File: src/rtl/uart_sched_pkg.sv
// Shared types and sizing helpers for the UART transmit scheduler.
// No logic, no latency, no flow control of its own.
package uart_sched_pkg;

  localparam int DATA_W = 8;

  typedef enum logic [2:0] {IDLE, LOAD, START, WAIT, GUARD} sched_state_t;

  function automatic int cnt_width(input int frame_clks);
    return (frame_clks > 2) ? $clog2(frame_clks) : 1;
  endfunction

endpackage

File: src/rtl/rr_arbiter.sv
// Combinational round-robin pick: first valid requester at or after ptr, wrapping.
// Zero latency; no backpressure, the parent decides when to act on the grant.
module rr_arbiter import uart_sched_pkg::*; #(
  parameter int NUM_REQ = 4
) (
  input  logic [NUM_REQ-1:0]         req_valid,
  input  logic [DATA_W*NUM_REQ-1:0]  req_data,
  input  logic [$clog2(NUM_REQ)-1:0] ptr,
  output logic                       gnt_any,
  output logic [NUM_REQ-1:0]         gnt_onehot,
  output logic [$clog2(NUM_REQ)-1:0] gnt_idx,
  output logic [DATA_W-1:0]          gnt_data
);

  localparam int IDX_W = $clog2(NUM_REQ);

  logic [IDX_W-1:0] cand;

  always_comb begin
    gnt_any    = 1'b0;
    gnt_idx    = '0;
    gnt_onehot = '0;
    gnt_data   = '0;
    cand       = '0;
    for (int i = 0; i < NUM_REQ; i++) begin
      cand = IDX_W'((int'(ptr) + i) % NUM_REQ);
      if (!gnt_any && req_valid[cand]) begin
        gnt_any = 1'b1;
        gnt_idx = cand;
      end
    end
    for (int k = 0; k < NUM_REQ; k++) begin
      if (gnt_any && gnt_idx == IDX_W'(k)) begin
        gnt_onehot[k] = 1'b1;
        gnt_data      = req_data[k*DATA_W +: DATA_W];
      end
    end
  end

endmodule

File: src/rtl/uart_tx_scheduler.sv
// Shares one UART transmitter among NUM_REQ byte producers, round-robin, one frame at a time.
// byte_ready 1 cycle and t_byte 2 cycles after a request seen in IDLE; requesters wait (hold valid) until acked.
module uart_tx_scheduler import uart_sched_pkg::*; #(
  parameter int NUM_REQ    = 4,
  parameter int FRAME_CLKS = 10416,
  parameter int GUARD_CLKS = 2
) (
  input  logic                        clk,
  input  logic                        rst,
  input  logic [NUM_REQ-1:0]          req_valid,
  input  logic [DATA_W*NUM_REQ-1:0]   req_data,
  output logic [NUM_REQ-1:0]          req_ack,
  output logic [DATA_W-1:0]           data_out,
  output logic                        byte_ready,
  output logic                        t_byte,
  output logic                        busy,
  output logic [$clog2(NUM_REQ)-1:0]  grant_id
);

  localparam int IDX_W = $clog2(NUM_REQ);
  localparam int CNT_W = cnt_width(FRAME_CLKS);
  localparam int GRD_W = 4;

  sched_state_t     state;
  logic [IDX_W-1:0] ptr;
  logic [CNT_W-1:0] frame_cnt;
  logic [GRD_W-1:0] guard_cnt;

  logic               gnt_any;
  logic [NUM_REQ-1:0] gnt_onehot;
  logic [IDX_W-1:0]   gnt_idx;
  logic [DATA_W-1:0]  gnt_data;

  rr_arbiter #(.NUM_REQ(NUM_REQ)) u_arb (
    .req_valid  (req_valid),
    .req_data   (req_data),
    .ptr        (ptr),
    .gnt_any    (gnt_any),
    .gnt_onehot (gnt_onehot),
    .gnt_idx    (gnt_idx),
    .gnt_data   (gnt_data)
  );

  assign busy = (state != IDLE);

  // Strobes are registered one state early so they are high exactly during LOAD/START.
  always_ff @(posedge clk or posedge rst) begin
    if (rst) begin
      state      <= IDLE;
      ptr        <= '0;
      req_ack    <= '0;
      data_out   <= '0;
      byte_ready <= 1'b0;
      t_byte     <= 1'b0;
      grant_id   <= '0;
      frame_cnt  <= '0;
      guard_cnt  <= '0;
    end else begin
      req_ack    <= '0;
      byte_ready <= 1'b0;
      t_byte     <= 1'b0;
      case (state)
        IDLE: begin
          if (gnt_any) begin
            data_out   <= gnt_data;
            grant_id   <= gnt_idx;
            req_ack    <= gnt_onehot;
            byte_ready <= 1'b1;
            state      <= LOAD;
          end
        end
        LOAD: begin
          t_byte <= 1'b1;
          ptr    <= (grant_id == IDX_W'(NUM_REQ - 1)) ? '0 : grant_id + 1'b1;
          state  <= START;
        end
        START: begin
          frame_cnt <= CNT_W'(FRAME_CLKS - 1);
          state     <= WAIT;
        end
        WAIT: begin
          // START is the first frame clock, so WAIT lasts FRAME_CLKS-1 cycles.
          frame_cnt <= frame_cnt - 1'b1;
          if (frame_cnt == CNT_W'(1)) begin
            if (GUARD_CLKS == 0) begin
              state <= IDLE;
            end else begin
              guard_cnt <= GRD_W'(GUARD_CLKS - 1);
              state     <= GUARD;
            end
          end
        end
        GUARD: begin
          if (guard_cnt == '0) state <= IDLE;
          else                 guard_cnt <= guard_cnt - 1'b1;
        end
        default: state <= IDLE;
      endcase
    end
  end

endmodule

File: config.mk
export PLATFORM = sky130hd
export DESIGN_NAME = uart_tx_scheduler
export DESIGN_NICKNAME = d
export VERILOG_FILES = /design/src/rtl/uart_sched_pkg.sv /design/src/rtl/rr_arbiter.sv /design/src/rtl/uart_tx_scheduler.sv
export SDC_FILE = /design/constraint.sdc
export NUM_CORES = 1
export LEC_CHECK = 0
export CORE_MARGIN = 4
export CORE_UTILIZATION = 53
export DETAILED_ROUTE_END_ITERATION = 6
export GPL_ROUTABILITY_DRIVEN = 0
export GPL_TIMING_DRIVEN = 0
export PLACE_DENSITY_LB_ADDON = 0.25
export SKIP_CTS_REPAIR_TIMING = 1
export SLEW_MARGIN = 15
export SYNTH_ARGS = -nofsm -noshare
export SYNTH_HDL_FRONTEND = slang
export SYNTH_HIERARCHICAL = 1
export SYNTH_SLANG_ARGS = --single-unit
File: constraint.sdc
create_clock -name clk -period 2.7 [get_ports clk]
set_input_delay 0.54 -clock clk [delete_from_list [all_inputs] [get_ports clk]]
set_output_delay 0.54 -clock clk [all_outputs]
set_load 0.02 [all_outputs]
==> metrics.md, run 1 <==
| Metric | Value |
|---|---|
| Status | `finished clean` |
| Root Driver | `clkbuf_8` |
| Startpoint types | `input pin` |
| # nets final | `about 330` |
| Inserted Clock Buffers | `5` |
| Hold Crit Class | `in2async` |
| Starting Density | `0.5500` |
| Worst hold slack | `approximately 420 ps` |
| Synth warn | `6` |
| Setup TNS | `0 ps` |
| Worst Path Required | `2880 ps` |
| ANT nets after route | `0` |
| # rows | `23` |
| Synth-to-layout area growth | `33.20%` |
| Initial antenna violation count | `0` |
| Post-synthesis sequential area ratio | `0.4404` |
| Total Power | `between 1.5 and 2 mW` |
| Clock skew | `4.879 ps` |
| Asr flop ratio synth | `1.000` |
| Slew headroom | `0.5297` |
| CTS tree | `yes` |
| Die W | `72.66 µm` |
| Post-route DRC | `0` |
| Mapped cell area | `approximately 0.0022 mm²` |
| Remaining Overflow, GRT | `0` |
| Flop and latch count out of synthesis | `39` |
| Max Root-Sink Buffers | `2` |
| Skew-Pair Late Insertion Delay | `just under 300 ps` |
| Place WS | `-119.6 ps` |
| # diodes | `0` |
| Max_cap viols | `0` |
| IO Count | `55` |
| Critical path class | `in2reg` |
| RSZ-0062 raised after global routing | `false` |
| Routed wire length | `roughly 5200 µm` |
| EDFF count, synth | `0` |
| Layout cells sized above 1 | `0.1394` |
| First-pass GRT wire length | `8714 µm` |
| Pleak | `1.215 nW` |
| CTS Sinks | `39` |
| Fin crit share | `0.9244` |
| CP cell instances | `clkdlybuf4s50_1 -> and2b_2 -> nor2_2 -> o311ai_4 -> inv_4 -> a221oi_1 -> o2bb2ai_1 -> mux2_2` |
| Final Critical Period | `2496 ps` |
| Die area | `0.005279 mm²` |
| Placed Area | `0.002839 mm²` |
| Avg Cell Area, Syn | `slightly below 10 µm²` |
| Wirelength per Cell | `15.56 µm` |
| CTS H-tree lvls | `2` |
| Worst Setup End Kind | `flip-flop` |
| DIE HEIGHT | `slightly above 70 µm` |
| Netlist cell types | `around 50` |
| Placed Cells | `approximately 330` |
| Worst Slack Setup Final | `just over 200 ps` |
| Finish-stage setup viols | `0` |
| Area leader, netlist | `dfrtp_1` |
| Slowest-stage cell, CP | `clkdlybuf4s50_1` |
| Vias | `1923` |
| Worst-margin pin slew | `about 700 ps` |
| Mapped Nets | `about 270` |
| Top delay family on crit path | `compound AO/OA/AOI/OAI gates` |
| Power Density | `624.1 mW/mm²` |
| Max VDD drop | `0.4720 mV` |
| Top FF cell, synth | `dfrtp_1` |
| Finished Core Util | `0.7326` |
| Largest net degree at the start of global routing | `37` |
| Clk slew on worst S/H paths | `80 ps` |
| Buf/Inv on CP | `2` |
| CP max FO | `9` |
| Design area | `0.002952 mm²` |
| Filler cells | `around 310` |
| Detail Placement HPWL | `~3900 µm` |
| Gr usage total | `0.2094` |
| DR pass1 iterations | `4` |
| Synth top area cells | `dfrtp_1 (44%), mux2_2 (6.1%), nor2_1 (4.7%)` |
| Fin. max-slew vios | `0` |
| Post-synth top area share | `0.4404` |
| Port bufs | `54` |
| Worst EP arrival | `between 2000 and 3000 ps` |
| Slowest stage delay, CP | `600 ps` |
| Fin. Hold Viols | `0` |
| Via density per instance | `between 5 and 6` |
| Fmax | `about 400 MHz` |
| Core box area | `between 0.004 and 0.005 mm²` |
| DRT iter0 DRCs | `67` |
| Post-Synthesis Cells | `~220` |
| Vias in the first global route | `between 1500 and 2000` |
| Non-Filler Instances | `approximately 340` |
area by class of cell:
class / count / area, µm² / area share
Buffer: 6 / 36.28 / 0.01229
Clock buffer: 5 / 68.82 / 0.02331
Clock inverter: 3 / 43.79 / 0.01484
Inverter: 12 / 47.55 / 0.01611
Multi-Input combinational cell: 167 / 1156 / 0.3917
Sequential cell: 39 / 975.9 / 0.3306
Tap cell: 50 / 62.56 / 0.02120
Timing Repair Buffer: 55 / 560.5 / 0.1899
routing by layer:
metal,vias to the layer above,track usage,share of wire
li1,937,-,-
met1,928,0.2491,0.41
met2,53,0.3747,0.50
met3,5,0.05647,0.074
met4,0,0.04918,0.0088
met5,-,0,0
cells in the final DEF (no fill, tap or decap), types with 2 or more instances in the layout:
| cell | Yosys | final |
|---|---|---|
| a21oi_1 | 7 | 7 |
| ha_1 | 4 | 4 |
| o22ai_1 | 2 | 2 |
| o211ai_1 | 3 | 3 |
| nand2b_1 | 5 | 5 |
| nor2_1 | 28 | 28 |
| inv_1 | 11 | 10 |
| nand2_1 | 16 | 16 |
| and2b_1 | 2 | 2 |
| mux2_2 | 12 | 12 |
| and2_1 | 4 | 4 |
| nor3_2 | 2 | 2 |
| buf_2 | 2 | 2 |
| nand3b_1 | 2 | 2 |
| clkbuf_8 | 0 | 5 |
| nand3_1 | 10 | 10 |
| o31ai_1 | 2 | 2 |
| clkbuf_1 | 2 | 2 |
| dfrtp_1 | 39 | 39 |
| a22o_1 | 2 | 2 |
| nor3b_1 | 3 | 3 |
| nor2b_1 | 3 | 3 |
| clkdlybuf4s50_1 | 0 | 54 |
| o21ai_1 | 3 | 3 |
| nor3_1 | 6 | 6 |
| a221oi_1 | 8 | 8 |
| mux2i_1 | 2 | 2 |
| xor2_1 | 3 | 3 |
| nand4_1 | 2 | 2 |
| o21ai_0 | 9 | 9 |
| o2bb2ai_1 | 8 | 8 |
synthesized netlist by cell type (all sizes together) (3+ instances only):
master and instances:
dfrtp 39, mux2 12, nand3 11, buf 4, inv 12, nor2b 3
nor3 9, nor2 30, a21oi 7, and2 4, and2b 3, nand2b 5
nand2 16, a221oi 8, o21ai 12, o211ai 3, o2bb2ai 8, nor3b 4
xor2 3, ha 4
power breakdown:
part	internal, mW	total (mW)	switching (mW)	leakage (nW)
clock network	0.275	0.482	0.207	0.0581
logic	0.281	0.553	0.272	0.680
registers	0.683	0.808	0.125	0.477
flip-flops by register name (all words and copies together), names as in the netlist:
register,cells
grant_id,2
req_ack,4
byte_ready,1
guard_cnt,4
state,3
ptr,2
data_out,8
t_byte,1
frame_cnt,14
path summary, 6_finish.rpt:
kind	from	endpoint	slack, ps	cells after the start
worst max-delay path	req_valid[0]	data_out[2]	200	8
worst min-delay path	rst	data_out[1]	420	2
worst max register to register	ptr[1]	data_out[2]	510	7
worst min register to register	frame_cnt[10]	frame_cnt[10]	490	1
max in group asynchronous	rst	guard_cnt[2]	1870	3
min in group clk	frame_cnt[10]	frame_cnt[10]	490	1
cell families after synthesis:
family,count (synthesis),synth area share
adder cells (fa/ha/maj),4,0.02259
XOR/XNOR,3,0.01186
flip-flops,39,0.4404
buffers and inverters,18,0.03784
AO/OA/AOI/OAI,50,0.1688
multiplexers,14,0.07002
AND/OR/NAND/NOR,96,0.2485
Power figures use the tool's default switching activity.
==> run 2, diff against run 1 <==
Settings changed: HOLD_SLACK_MARGIN from default to 0.05, RECOVER_POWER from default to 50.
==> metrics.md, run 2 (same netlist as run 1, synthesis figures left out) <==
| Metric | Value |
|---|---|
| First-pass GRT wire length | `8714 µm (unchanged)` |
| Fin. max-slew vios | `0 (unchanged)` |
| Synth-to-layout area growth | `32.41%` |
| DR pass1 iterations | `4 (unchanged)` |
| Clk slew on worst S/H paths | `80 ps (about the same)` |
| Routed wire length | `5233 µm (-0.19%)` |
| ANT nets after route | `0 (unchanged)` |
| Biggest register | `frame_cnt` |
| Via density per instance | `5.706 (unchanged)` |
| DRT iter0 DRCs | `71 (+6.0%)` |
| Finished Core Util | `0.7283 (-0.004348)` |
| # nets final | `328 (unchanged)` |
| # rows | `23 (unchanged)` |
| Pleak | `1.209 nW (-0.50%)` |
| Layout cells sized above 1 | `0.1289 (-0.01045)` |
| Clock skew | `4.906 ps (+0.02731 ps)` |
| Remaining Overflow, GRT | `0 (unchanged)` |
| CTS H-tree lvls | `2 (unchanged)` |
| Most frequent cells in the layout | `clkdlybuf4s50_1 (53), dfrtp_1 (39), nor2_1 (28)` |
| CTS Sinks | `39 (unchanged)` |
| DIE HEIGHT | `72.66 µm (unchanged)` |
| Worst Setup End Kind | `flip-flop` |
| Port bufs | `54 (unchanged)` |
| Slowest stage delay, CP | `600 ps (about the same)` |
| Worst-margin pin slew | `906.6 ps (+204.3 ps)` |
| Finish-stage setup viols | `0 (unchanged)` |
| Wirelength per Cell | `15.53 µm (-0.19%)` |
| Power Density | `626.4 mW/mm² (+0.37%)` |
| Startpoint types | `input pin` |
| Detail Placement HPWL | `3911 µm (unchanged)` |
| Worst Slack Setup Final | `202.0 ps (-2.216 ps)` |
| Slowest-stage cell, CP | `clkdlybuf4s50_1` |
| Place WS | `-119.6 ps (unchanged)` |
| Buf/Inv on CP | `2 (unchanged)` |
| Core box area | `0.004029 mm² (unchanged)` |
| Vias | `1923 (unchanged)` |
| Largest net degree at the start of global routing | `37 (unchanged)` |
| CTS tree | `yes` |
| RSZ-0062 raised after global routing | `false` |
| Slew headroom | `0.3956 (-0.1341)` |
| Die W | `72.66 µm (unchanged)` |
| Worst EP arrival | `2680 ps (about the same)` |
| Fin. Hold Viols | `0 (unchanged)` |
| Max_cap viols | `0 (unchanged)` |
| Vias in the first global route | `1943 (unchanged)` |
| Gr usage total | `0.2094 (unchanged)` |
| Starting Density | `0.5500 (unchanged)` |
| Post-route DRC | `0 (unchanged)` |
| Max Root-Sink Buffers | `2 (unchanged)` |
| Final Critical Period | `2498 ps (+2.216 ps)` |
| Inserted Clock Buffers | `5 (unchanged)` |
| # diodes | `0 (unchanged)` |
| Commonest non-fill, non-tap cell in the layout | `clkdlybuf4s50_1` |
| Hold Crit Class | `reg2reg` |
| Die area | `0.005279 mm² (unchanged)` |
| Fmax | `400.3 MHz (about the same)` |
| CP max FO | `9 (unchanged)` |
| Skew-Pair Late Insertion Delay | `290 ps (about the same)` |
| IO Count | `55 (unchanged)` |
| Max reg flops | `14 (unchanged)` |
| Max VDD drop | `0.4718 mV (about the same)` |
| Status | `finished clean` |
| Initial antenna violation count | `0 (unchanged)` |
| Biggest regs | `frame_cnt x14, data_out x8` |
| Top delay family on crit path | `compound AO/OA/AOI/OAI gates` |
| Worst Path Required | `2880 ps (about the same)` |
| Critical path class | `in2reg` |
| CP cell instances | `clkdlybuf4s50_1 -> and2b_2 -> nor2_2 -> o311ai_4 -> inv_4 -> a221oi_1 -> o2bb2ai_1 -> mux2_2` |
| Root Driver | `clkbuf_8` |
| Fin crit share | `0.9252 (about the same)` |
==> run 2: final timing paths <==
check / to / slack, ps / start / depth (start not counted)
min in group asynchronous: data_out[1] / 550 / rst / 2
min reg2reg: frame_cnt[10] / 490 / frame_cnt[10] / 1
max: data_out[2] / 200 / req_valid[0] / 8
max in group asynchronous: guard_cnt[2] / 1060 / rst / 3
max reg2reg: data_out[2] / 510 / ptr[1] / 7
min: frame_cnt[10] / 490 / frame_cnt[10] / 1
==> run 2: metrics by stage <==
step	TNS, ps	total power, mW	instances	hold slack [ps]	area, µm²
final	0	1.838	337	486.0	2934
after global routing	0	1.944	337	510.7	2934
after CTS	0	1.853	337	422.0	2952
after detailed placement	-624.5	1.360	329	476.5	2839
after global placement	-318.4	1.333	328	466.3	2819
after floorplan	0	1.161	224	449.7	2216
==> run 2: final cells by class <==
| class | instances | area (µm²) |
|---|---|---|
| Clock inverter | 3 | 43.79 |
| Buffer | 6 | 33.78 |
| Sequential cell | 39 | 975.9 |
| Multi-Input combinational cell | 167 | 1156 |
| Clock buffer | 5 | 68.82 |
| Timing Repair Buffer | 55 | 545.5 |
| Fill cell | 314 | 1095 |
| Inverter | 12 | 47.55 |
| Tap cell | 50 | 62.56 |
==> run 2: power by group <==
group | total [mW] | leakage, nW | internal (mW) | switching, mW
Sequential | 0.807 | 0.477 | 0.683 | 0.124
Combinational | 0.549 | 0.674 | 0.278 | 0.271
Clock | 0.481 | 0.0581 | 0.275 | 0.206
==> run 2: routing by layer <==
metal  global-route usage  part of all wire
met3              0.05647             0.075
met5                    0                 0
met1               0.2491              0.41
met4              0.04918            0.0088
met2               0.3747              0.51
